==> src/rtl/scan_ctrl_pkg.sv <==
// Shared types and elaboration helpers for the scan chain controller.
// Parameter range limits and the shift/capture counter width live here.
package scan_ctrl_pkg;

  typedef enum logic [1:0] {
    ST_IDLE    = 2'd0,
    ST_SHIFT   = 2'd1,
    ST_CAPTURE = 2'd2,
    ST_WAIT    = 2'd3
  } scan_state_e;

  localparam int CHAIN_LEN_MIN      = 2;
  localparam int CHAIN_LEN_MAX      = 256;
  localparam int CAPTURE_CYCLES_MIN = 1;
  localparam int CAPTURE_CYCLES_MAX = 4;

  function automatic bit params_ok(input int chain_len, input int capture_cycles);
    return (chain_len >= CHAIN_LEN_MIN) && (chain_len <= CHAIN_LEN_MAX) &&
           (capture_cycles >= CAPTURE_CYCLES_MIN) && (capture_cycles <= CAPTURE_CYCLES_MAX);
  endfunction

  // One counter serves both shift (0..N-1) and capture (0..3) phases.
  function automatic int cnt_width(input int chain_len);
    int w;
    w = $clog2(chain_len);
    return (w < 2) ? 2 : w;
  endfunction

endpackage

==> src/rtl/scan_shift_reg.sv <==
// Parallel-load / serial-in register; shifts toward the MSB, sin enters at bit 0.
// Load has priority over shift.
module scan_shift_reg #(
  parameter int WIDTH = 16
) (
  input  logic             CLK,
  input  logic             RSTB,
  input  logic             load,
  input  logic [WIDTH-1:0] load_data,
  input  logic             shift_en,
  input  logic             sin,
  output logic [WIDTH-1:0] q
);

  genvar gi;
  generate
    for (gi = 0; gi < WIDTH; gi++) begin : g_bit
      logic prev;
      logic bit_reg;

      if (gi == 0) begin : g_head
        assign prev = sin;
      end else begin : g_tail
        assign prev = q[gi-1];
      end

      always_ff @(posedge CLK or negedge RSTB) begin
        if (!RSTB) begin
          bit_reg <= 1'b0;
        end else if (load) begin
          bit_reg <= load_data[gi];
        end else if (shift_en) begin
          bit_reg <= prev;
        end
      end

      assign q[gi] = bit_reg;
    end
  endgenerate

endmodule

==> src/rtl/scan_chain_ctrl.sv <==
// Drives a negedge scan chain: loads patterns over se/si, pulses capture, and
// unloads the previous capture through so while the next pattern shifts in.
module scan_chain_ctrl
  import scan_ctrl_pkg::*;
#(
  parameter int CHAIN_LEN      = 16,
  parameter int CAPTURE_CYCLES = 1
) (
  input  logic                 CLK,
  input  logic                 RSTB,
  input  logic                 pat_valid,
  output logic                 pat_ready,
  input  logic [CHAIN_LEN-1:0] pat_data,
  input  logic                 unload_req,
  output logic                 se,
  output logic                 si,
  input  logic                 so,
  output logic                 chain_clk_en,
  output logic                 rsp_valid,
  input  logic                 rsp_ready,
  output logic [CHAIN_LEN-1:0] rsp_data,
  output logic                 busy,
  output logic [15:0]          pattern_cnt
);

  localparam int CNT_W = cnt_width(CHAIN_LEN);
  localparam logic [CNT_W-1:0] LAST_SHIFT   = CNT_W'(CHAIN_LEN - 1);
  localparam logic [CNT_W-1:0] LAST_CAPTURE = CNT_W'(CAPTURE_CYCLES - 1);

  generate
    if (!params_ok(CHAIN_LEN, CAPTURE_CYCLES)) begin : g_param_check
      $error("scan_chain_ctrl: CHAIN_LEN or CAPTURE_CYCLES out of range");
    end
  endgenerate

  scan_state_e          state_reg, state_next;
  logic [CNT_W-1:0]     cnt_reg, cnt_next;
  logic                 se_reg, se_next;
  logic                 si_reg, si_next;
  logic                 clk_en_reg, clk_en_next;
  logic                 rsp_valid_reg, rsp_valid_next;
  logic [CHAIN_LEN-1:0] rsp_data_reg, rsp_data_next;
  logic [15:0]          pattern_cnt_reg, pattern_cnt_next;
  logic                 unload_pending_reg, unload_pending_next;
  logic                 unload_mode_reg, unload_mode_next;
  logic                 harvest_reg, harvest_next;

  logic                 sr_load, sr_shift;
  logic [CHAIN_LEN-1:0] sr_load_data, sr_q;
  logic                 idle_or_wait, pat_go, unload_go;

  // so is folded into the load word so the bit present before the first shift is kept.
  scan_shift_reg #(.WIDTH(CHAIN_LEN)) u_shift_reg (
    .CLK       (CLK),
    .RSTB      (RSTB),
    .load      (sr_load),
    .load_data (sr_load_data),
    .shift_en  (sr_shift),
    .sin       (so),
    .q         (sr_q)
  );

  assign idle_or_wait = (state_reg == ST_IDLE) || (state_reg == ST_WAIT);
  assign pat_ready    = idle_or_wait && !rsp_valid_reg && RSTB;
  assign pat_go       = pat_valid && pat_ready;
  assign unload_go    = !pat_valid && unload_req && unload_pending_reg && idle_or_wait && !rsp_valid_reg;

  always_ff @(posedge CLK or negedge RSTB) begin
    if (!RSTB) begin
      state_reg          <= ST_IDLE;
      cnt_reg            <= '0;
      se_reg             <= 1'b0;
      si_reg             <= 1'b0;
      clk_en_reg         <= 1'b0;
      rsp_valid_reg      <= 1'b0;
      rsp_data_reg       <= '0;
      pattern_cnt_reg    <= '0;
      unload_pending_reg <= 1'b0;
      unload_mode_reg    <= 1'b0;
      harvest_reg        <= 1'b0;
    end else begin
      state_reg          <= state_next;
      cnt_reg            <= cnt_next;
      se_reg             <= se_next;
      si_reg             <= si_next;
      clk_en_reg         <= clk_en_next;
      rsp_valid_reg      <= rsp_valid_next;
      rsp_data_reg       <= rsp_data_next;
      pattern_cnt_reg    <= pattern_cnt_next;
      unload_pending_reg <= unload_pending_next;
      unload_mode_reg    <= unload_mode_next;
      harvest_reg        <= harvest_next;
    end
  end

  always_comb begin
    state_next          = state_reg;
    cnt_next            = cnt_reg;
    se_next             = se_reg;
    si_next             = si_reg;
    clk_en_next         = clk_en_reg;
    rsp_valid_next      = rsp_valid_reg;
    rsp_data_next       = rsp_data_reg;
    pattern_cnt_next    = pattern_cnt_reg;
    unload_pending_next = unload_pending_reg;
    unload_mode_next    = unload_mode_reg;
    harvest_next        = harvest_reg;
    sr_load             = 1'b0;
    sr_load_data        = '0;
    sr_shift            = 1'b0;

    if (rsp_valid_reg && rsp_ready) begin
      rsp_valid_next = 1'b0;
    end

    case (state_reg)
      ST_IDLE, ST_WAIT: begin
        if (pat_go) begin
          state_next       = ST_SHIFT;
          cnt_next         = '0;
          se_next          = 1'b1;
          clk_en_next      = 1'b1;
          si_next          = pat_data[CHAIN_LEN-1];
          sr_load          = 1'b1;
          sr_load_data     = {pat_data[CHAIN_LEN-2:0], so};
          unload_mode_next = 1'b0;
          harvest_next     = unload_pending_reg;
        end else if (unload_go) begin
          state_next       = ST_SHIFT;
          cnt_next         = '0;
          se_next          = 1'b1;
          clk_en_next      = 1'b1;
          si_next          = 1'b0;
          sr_load          = 1'b1;
          sr_load_data     = {{(CHAIN_LEN-1){1'b0}}, so};
          unload_mode_next = 1'b1;
          harvest_next     = 1'b1;
        end
      end

      ST_SHIFT: begin
        if (cnt_reg == LAST_SHIFT) begin
          if (harvest_reg) begin
            rsp_data_next       = sr_q;
            rsp_valid_next      = 1'b1;
            unload_pending_next = 1'b0;
          end
          cnt_next = '0;
          se_next  = 1'b0;
          si_next  = 1'b0;
          if (unload_mode_reg) begin
            state_next  = ST_IDLE;
            clk_en_next = 1'b0;
          end else begin
            state_next  = ST_CAPTURE;
            clk_en_next = 1'b1;
          end
        end else begin
          cnt_next = cnt_reg + CNT_W'(1);
          si_next  = sr_q[CHAIN_LEN-1];
          sr_shift = 1'b1;
        end
      end

      ST_CAPTURE: begin
        if (cnt_reg == LAST_CAPTURE) begin
          // Leave se high while frozen so a later restart begins in shift mode.
          state_next          = ST_WAIT;
          se_next             = 1'b1;
          si_next             = 1'b0;
          clk_en_next         = 1'b0;
          unload_pending_next = 1'b1;
          pattern_cnt_next    = pattern_cnt_reg + 16'd1;
        end else begin
          cnt_next = cnt_reg + CNT_W'(1);
        end
      end

      default: state_next = ST_IDLE;
    endcase
  end

  assign se           = se_reg;
  assign si           = si_reg;
  assign chain_clk_en = clk_en_reg;
  assign rsp_valid    = rsp_valid_reg;
  assign rsp_data     = rsp_data_reg;
  assign busy         = (state_reg != ST_IDLE);
  assign pattern_cnt  = pattern_cnt_reg;

endmodule

==> config.mk <==
export PLATFORM = sky130hd
export DESIGN_NAME = scan_chain_ctrl
export DESIGN_NICKNAME = d
export VERILOG_FILES = /design/src/rtl/scan_ctrl_pkg.sv /design/src/rtl/scan_shift_reg.sv /design/src/rtl/scan_chain_ctrl.sv
export SDC_FILE = /design/constraint.sdc
export NUM_CORES = 1
export LEC_CHECK = 0
export BUFFER_PORTS_ARGS = -buffer_cell sky130_fd_sc_hd__clkbuf_2
export CAP_MARGIN = 5
export CORE_MARGIN = 1.5
export CORE_UTILIZATION = 54
export DETAILED_ROUTE_END_ITERATION = 10
export GPL_ROUTABILITY_DRIVEN = 1
export HOLD_SLACK_MARGIN = 0.15
export PLACE_DENSITY = 0.76
export SYNTH_ARGS = -nofsm -noshare
export SYNTH_HDL_FRONTEND = slang
export SYNTH_SLANG_ARGS = --single-unit
==> constraint.sdc <==
create_clock -name CLK -period 2 [get_ports CLK]
set_input_delay 0.2 -clock CLK [delete_from_list [all_inputs] [get_ports CLK]]
set_output_delay 0.2 -clock CLK [all_outputs]
set_load 0.05 [all_outputs]
Word level (Yosys, flattened, before mapping)
Index checks and enable logic that the tools add are counted.

Register bits: 61. Logic and storage cells: 136. Output and inout port bits: 38. Input port bits: 22.

Equal/unequal tests: 9. Reduce and logical (&&, ||, !) cells: 25. $add $sub $neg: 2. Multiplexer cells: 73.

Operators with widths (count): 1-bit two-way mux (56); 16-bit two-way mux (2); 16-bit by 1-bit adder with 16-bit output, second input constant (1); 4-bit two-way mux (4); 4-bit case mux with 3 select lines (1); 2-bit two-way mux (5); 1-bit case mux with 3 select lines (3); 1-bit logical AND (8); 2-bit inequality test, second input constant (4); 2-bit AND reduction (4); 2-bit nonzero test (4); 2-bit case mux with 3 select lines (1); 3-bit AND reduction (2); 4-bit by 1-bit adder with 4-bit output, second input constant (1); 2-bit equality test, second input constant (2); 4-bit equality test, second input constant (1); 4-bit logical NOT (1); 4-bit AND reduction (1); 3-bit inequality test, second input constant (1); 2-bit by 1-bit equality test with 1-bit output, second input constant (1); 1-bit logical NOT (2); 2-bit logical NOT (1); 1-bit case mux with 2 select lines (1); 2-bit OR reduction (1); 1-bit logical OR (1).

Logic depth before layout (Yosys ltp)
Gate-level depths: netlist of the first run.

Depth after elaboration: 9. Depth in mapped cells: 9. Depth with buffers taken out: 6.

By module
Synthesis of the first run repeated with hierarchy kept, for this count alone.

Cell total of the unflattened synthesis: 273. Area, all modules: 3079.2 um^2.

Modules (own cells, without submodules): scan_chain_ctrl (sequential area each 1126.1 um^2, times used 1, area an instance 2214.6 um^2, cells an instance 188); scan_shift_reg (sequential area each 400.4 um^2, times used 1, area an instance 864.6 um^2, cells an instance 85).

Least setup slack after synthesis of the first run
Ideal clock, no wire load.

Path type: reg2reg. Start: reg state_reg[0]. End: reg u_shift_reg.g_bit[10].bit_reg. Arrival time: 2.768 ns. Setup time: 0.079 ns. Clock period less this slack: 2.848 ns. Slack: -0.848 ns. Buffers on the path: 3. Required time: 1.921 ns. Stages on the path, launching flop included: 10. Path through: dfrtp_1 -> inv_1 -> ha_1 -> buf_2 -> nor3b_1 -> and2_1 -> buf_4 -> buf_4 -> nand2_1 -> a2bb2oi_1.

Longest elaborated chain between the ends: 8. Elaborated cells on any way between the ends: 18. Those cells by class: eq/ne (2); mux (7); reduce/logical (9).

Ends and longest elaborated chain: from (decl) (RTL line scan_chain_ctrl.sv:36) `scan_state_e state_reg, state_next;`; from (signal assigned) (RTL line scan_chain_ctrl.sv:82) `state_reg <= state_next;`; 2-bit equality test / 2-bit logical NOT (equally long branches) (RTL line scan_chain_ctrl.sv:63) `assign idle_or_wait = (state_reg == ST_IDLE) || (state_reg == ST_WAIT);`; 1-bit logical OR (*) (RTL line scan_chain_ctrl.sv:63); 1-bit logical AND (*) (2 in a row) (RTL line scan_chain_ctrl.sv:64) `assign pat_ready = idle_or_wait && !rsp_valid_reg && RSTB;`; named net pat_ready (RTL line scan_chain_ctrl.sv:12) `output logic pat_ready,`; 1-bit logical AND (*) (RTL line scan_chain_ctrl.sv:65) `assign pat_go = pat_valid && pat_ready;`; 16-bit two-way mux / 1-bit two-way mux (equally long branches) (RTL line scan_chain_ctrl.sv:118) `if (pat_go) begin`; 16-bit two-way mux / 1-bit two-way mux (equally long branches) (RTL line scan_chain_ctrl.sv:116) `case (state_reg)`; 1-bit two-way mux / 2-bit nonzero test (equally long branches); to (signal assigned) (RTL line scan_shift_reg.sv:31) `bit_reg <= load_data[gi];`; to (signal assigned) (RTL line scan_shift_reg.sv:33) `bit_reg <= prev;`; to (decl) (RTL line scan_shift_reg.sv:19) `logic bit_reg;`.

The timed path passes the listed nets; every way through them passes the cells marked *. A chain may end at the register's enable or synchronous reset.

Worst setup path in the final report of the first run
Start: reg cnt_reg[0]. End: reg pattern_cnt_reg[2], in the netlist pattern_cnt[2].

Longest elaborated chain between the ends: 2.

Ends and longest elaborated chain: from (decl) (RTL line scan_chain_ctrl.sv:37) `logic [CNT_W-1:0] cnt_reg, cnt_next;`; from (signal assigned) (RTL line scan_chain_ctrl.sv:83) `cnt_reg <= cnt_next;`; 4-bit logical NOT (RTL line scan_chain_ctrl.sv:166) `if (cnt_reg == LAST_CAPTURE) begin`; 2-bit AND reduction (no source line); to (signal assigned) (RTL line scan_chain_ctrl.sv:89) `pattern_cnt_reg <= pattern_cnt_next;`; to (decl) (RTL line scan_chain_ctrl.sv:43) `logic [15:0] pattern_cnt_reg, pattern_cnt_next;`.

No other way between the ends.

==> reports/qor.yml, run 1 <==
ys_async_sr_fraction_pct: 100
cts_buffers: 9
start_util_pct: 55.4
critPathRequiredTime_ns: 2.22
critPathArrivalTime_ns: 2.00
drt_iter0_drc: 82
synth.top_cell.area_share_pct: 54.6
worst_pin_slew_ns: 0.628
tritoncts: "done"
clock_latency_ns: 0.34
hold_class: "input pin to flop"
port_buffers: 59
power.switching_uw: 1790
syn_inst: 248
synth_fa_ha_area_share_pct: 3.13
clock_path_buffers: 2
cts_setup_buffers: 0
yosysMostFrequentCell: "dfrtp_1"
synthFlopType: "dfrtp_1"
synth-xor-area-share_pct: 5.01
cp-end-kind: "flop"
max_slew_margin_pct: 58.1
synth_mux_area_share_pct: 7.21
wirelength_um: 5950
grt_pass1_wl_um: 9740
drv_slew: 0
clock_power_share_pct: 23.9
worstSetupPathType: "flop to flop"
area_growth_syn_to_layout_pct: 29.5
vias: 2215
p_sw_share_pct: 37.0
finalSetupTns_ns: 0
max-cap-violations: 0
clk_pin_slew_ns: 0.06
drt_first_pass_iters: 4
drive_above_1_share_pct: 32.2
drcViolationCount: 0
fmax_ghz: 0.563
synth_top_family_by_area: "compound AO/OA/AOI/OAI gates"
hold_violations: 0
io_pins: 60
yosysUniqueCellTypes: 45
syn_area_um2: 2800
synth_simple_gate_area_share_pct: 12.8
fin_cells: 412
synthesis.nets: 277
synth.area.top_cells: "dfrtp_1 55%, mux2_2 6.8%, a2bb2oi_1 4.7%, nand2_1 4.4%, o21ai_0 4.3%"
fin_skew_ns: 0.00559
post-route-period-util_pct: 88.9
nets: 366
max-vdd-ir-drop_v: 0.000890
cts_root_buf: "clkbuf_8"
status: "complete, no violations"
synth_common_cells: "61 x dfrtp_1, 33 x nand2_1, 24 x o21ai_0"
setup_viol: 0
post-place-cells: 378
routabilityCongestion: 0.825
wl_per_cell_um: 14.4
grtUsageTotal_pct: 23.5
antenna_found_initial: 0
die_h_um: 74.9
via_per_inst: 5.38
synth_compound_area_share_pct: 13.4
min_period_ns: 1.78
rsz0062_at_grt: "false"
cts_num_sinks: 61
p_int_uw: 3050
yosysTopAreaCell: "dfrtp_1"
power.density_nw_per_um2: 1340
synth_seq_area_share_pct: 54.6
synth-edff-count: 0
ys_warn_count: 0
p_comb_share_pct: 38.8
seqPwrFrac_pct: 37.2
ys_ff_latch: 61
die_area_um2: 5620
fillCellCount: 369
n_antenna_cell: 0
overflow: 0
die_w_um: 74.9
postCtsResizedCells: 0
p_leak_uw: 0.00180
dp.final_hpwl_um: 3970
grt_pass1_vias: 2116
path_max_fanout: 5
fp-row-count: 26
ant_nets: 0
syn_area_per_cell_um2: 11.3
htree_num_levels: 3
grt_max_degree: 53
critPathLaunchType: "flop"
coreArea_um2: 5040
==> per-stage QoR <==
stage	worst slack [ns]	hold slack [ns]	util, %	total power (uW)	area [um^2]
2_1_floorplan	0.0140	-0.0956	-	3190	2830
3_3_place_gp	0.283	0.112	64.1	3620	3230
3_5_place_dp	0.252	0.111	64.1	3670	3230
4_1_cts	0.217	0.179	71.8	4870	3620
5_1_grt	0.100	0.220	71.8	5130	3620
6_report	0.223	0.182	71.8	4840	3620
==> cell type report <==
cell class,instances,area [um^2],share of cell area [%]
Inverter,11,41.3,1.14
Tap cell,70,87.6,2.42
Clock buffer,11,131,3.63
Clock inverter,5,75.1,2.07
Timing Repair Buffer,88,573,15.8
Sequential cell,61,1530,42.2
Multi-Input combinational cell,166,1180,32.7
==> layout by cell type, fill, tap and decap left out, types with 3 or more instances in the layout <==
master / synthesis / routed
nand4_1: 3 / 3
dfrtp_1: 61 / 61
dlygate4sd3_1: 0 / 18
clkinv_2: 0 / 3
ha_1: 7 / 6
xor2_1: 7 / 7
nand3_1: 4 / 4
inv_1: 11 / 9
a21oi_1: 5 / 5
buf_4: 3 / 11
clkbuf_2: 0 / 58
nand2_1: 33 / 33
xnor2_1: 9 / 9
clkbuf_8: 0 / 9
nor2_1: 10 / 10
mux2_2: 17 / 17
a2bb2oi_1: 15 / 15
o21ai_0: 24 / 24
==> critical path, stage by stage (launching register included) <==
cell	delay (ns)
dfrtp_1	0.42
inv_1	0.08
ha_1	0.16
or3b_2	0.48
nor2_1	0.27
nand2_1	0.12
xnor2_1	0.13
==> kinds of logic after synthesis <==
group | count (synthesis)
multiplexers | 18
XOR/XNOR | 16
buffers and inverters | 21
AO/OA/AOI/OAI | 56
flip-flops | 61
adder cells (fa/ha/maj) | 7
AND/OR/NAND/NOR | 69
==> layer usage <==
metal / GRT usage [%] / vias up / routed length (um)
li1: - / 1048 / -
met1: 29.7 / 1098 / 2610
met2: 38.1 / 60 / 3000
met3: 5.89 / 9 / 256
met4: 11.1 / 0 / 91
met5: 0 / - / 0
==> final timing paths <==
check | start | depth (start not counted) | end | slack (ns)
setup / recovery | cnt_reg[0] | 6 | pattern_cnt[2] | 0.22
hold / removal | pat_data[15] | 3 | si | 0.18
setup reg to reg | cnt_reg[0] | 6 | pattern_cnt[2] | 0.22
hold reg to reg | pattern_cnt[15] | 1 | pattern_cnt[15] | 0.50
max in group asynchronous | RSTB | 3 | rsp_data[13] | 0.77
min in group asynchronous | RSTB | 2 | rsp_data[11] | 0.29
==> timing repair <==
action,CTS,global route
setup endpoints to repair,0,0
hold buffers,18,0
endpoints found under the hold margin,26,0
==> power groups by stage <==
stage,registers (uW),clock network [uW],logic (uW)
final,1800,1160,1880
after global routing,1840,1240,2050
after CTS,1800,1180,1890
after detailed placement,1810,0,1850
after global placement,1810,0,1810
after floorplan,1960,0,1230
Power figures use the tool's default switching activity.
==> inputs of run 2 (changes only) <==
CTS_CLUSTER_DIAMETER = 150   (was not set)
PLACE_DENSITY = 0.79   (was 0.76)
==> run 2 against run 1 <==
The flow now finishes with violations (DRC). Global-route usage up 2.2 points. Sequential power about the same. Clock skew about the same. Final area up 1.1%. Critical path type unchanged. Largest power group unchanged. Highest routed layer unchanged.
==> reports/qor.yml, run 2 (synthesis gave the netlist of run 1 again) <==
cts_num_sinks: 61
crit_start: "state_reg[0]"
wirelength_um: 6490
die_w_um: 74.9
final_cell_mix: "61 x dfrtp_1, 58 x clkbuf_2, 33 x nand2_1"
worst_pin_slew_ns: 0.545
routabilityCongestion: 0.814
clock_latency_ns: 0.33
placed_area_um2: 3240
min_period_ns: 1.85
drt_iter0_drc: 110
holdBufCountCts: 18
start_util_pct: 55.4
ant_nets: 0
cts_buffers: 9
finalSetupTns_ns: 0
port_buffers: 59
worstSetupPathType: "flop to flop"
hold_violations: 0
postCtsResizedCells: 0
critPathRequiredTime_ns: 2.26
critPathTopFamily: "simple AND/OR/NAND/NOR gates"
path_max_fanout: 5
hold_class: "input pin to flop"
power.density_nw_per_um2: 1390
max_slew_margin_pct: 63.7
status: "finished, violations left"
violations: "DRC"
vias: 2232
drcViolationCount: 1
cp-end-kind: "flop"
fillCellCount: 365
multi_input_area_um2: 1180
fin_skew_ns: 0.00552
fp-row-count: 26
regArea_um2: 1530
cts_root_buf: "clkbuf_8"
clk_pin_slew_ns: 0.07
wl_per_cell_um: 15.7
critPathArrivalTime_ns: 2.11
tritoncts: "done"
htree_num_levels: 3
nets: 367
min_path_cells: 3
setup_viol: 0
rsz0062_at_grt: "false"
grt_pass1_wl_um: 10500
worst-path-buf-inv: 1
cp.depth: 6
ff2ff_setup_slack_ns: 0.15
area_growth_syn_to_layout_pct: 30.9
max-cap-violations: 0
io_pins: 60
antenna_found_initial: 0
grt_pass1_vias: 2163
drive_above_1_share_pct: 32.4
crit_path_max_incr_delay_ns: 0.48
coreArea_um2: 5040
overflow: 0
via_per_inst: 5.40
drt_first_pass_iters: 7
grtUsageTotal_pct: 25.7
dp.final_hpwl_um: 4110
stdcell_area_um2: 3660
cp_slowest_cell: "or3_4"
p_leak_uw: 0.00182
reg2reg_depth: 6
cts_setup_buffers: 0
grt_max_degree: 44
die_area_um2: 5620
post-route-period-util_pct: 92.6
reg2reg_from: "state_reg[0]"
rr_endpoint: "pattern_cnt[14]"
cp_cell_sequence: "inv_2 -> ha_1 -> nand4bb_1 -> or3_4 -> nor3_2 -> xor2_1"
critPathLaunchType: "flop"
die_h_um: 74.9
fmax_ghz: 0.540
max-vdd-ir-drop_v: 0.000875
clock_path_buffers: 2
final_common_cell: "dfrtp_1"
drv_slew: 0
n_antenna_cell: 0
endpoint: "pattern_cnt[14]"
run 2: cell type report:
cell class              count  share of cell area [%]
clock inverters             4                    2.60
clock buffers              12                    3.97
repair buffers             89                    15.9
multi-input cells         166                    32.3
inverters                  11                    1.13
flip-flops and latches     61                    41.7
well taps                  70                    2.39
run 2: power by group:
| part | internal [uW] | switching, uW |
|---|---|---|
| combinational | 824 | 1110 |
| clock | 861 | 468 |
| sequential | 1550 | 262 |
| total | 3230 | 1840 |
run 2: worst register-to-register path, cell delays in order (launching register included):
cell       delay [ns]
dfrtp_1          0.42
inv_2            0.11
ha_1             0.18
nand4bb_1        0.28
or3_4            0.48
nor3_2           0.14
xor2_1           0.17
run 2: per-stage QoR:
stage | std cells | setup slack, ns | hold WS (ns) | total power, uW | util [%]
floorplan | 248 | 0.0140 | -0.0956 | 3190 | -
global placement | 379 | 0.261 | 0.267 | 3640 | 64.2
detailed placement | 379 | 0.194 | 0.263 | 3710 | 64.2
CTS | 413 | 0.135 | 0.182 | 5070 | 72.6
global route | 413 | 0.0389 | 0.227 | 5360 | 72.6
finish | 413 | 0.147 | 0.186 | 5070 | 72.6
run 2: how the worst min path moves through the flow:
| stage | slack [ns] | to | from |
|---|---|---|---|
| after floorplan | -0.1 | chain_clk_en | RSTB |
| after detailed placement | 0.26 | u_shift_reg.g_bit[5].bit_reg | RSTB |
| final | 0.19 | si | pat_data[15] |
| after CTS | 0.18 | si | pat_data[15] |
| after global routing | 0.23 | si | pat_data[15] |
| after global placement | 0.27 | unload_pending_reg | RSTB |
run 2: per-layer routing:
layer / vias to the layer above / global-route usage, % / wire length [um]
met5: - / 0 / 0
met4: 0 / 12.3 / 129
met2: 79 / 41.5 / 3280
li1: 1058 / - / -
met3: 13 / 5.35 / 337
met1: 1082 / 33.3 / 2740
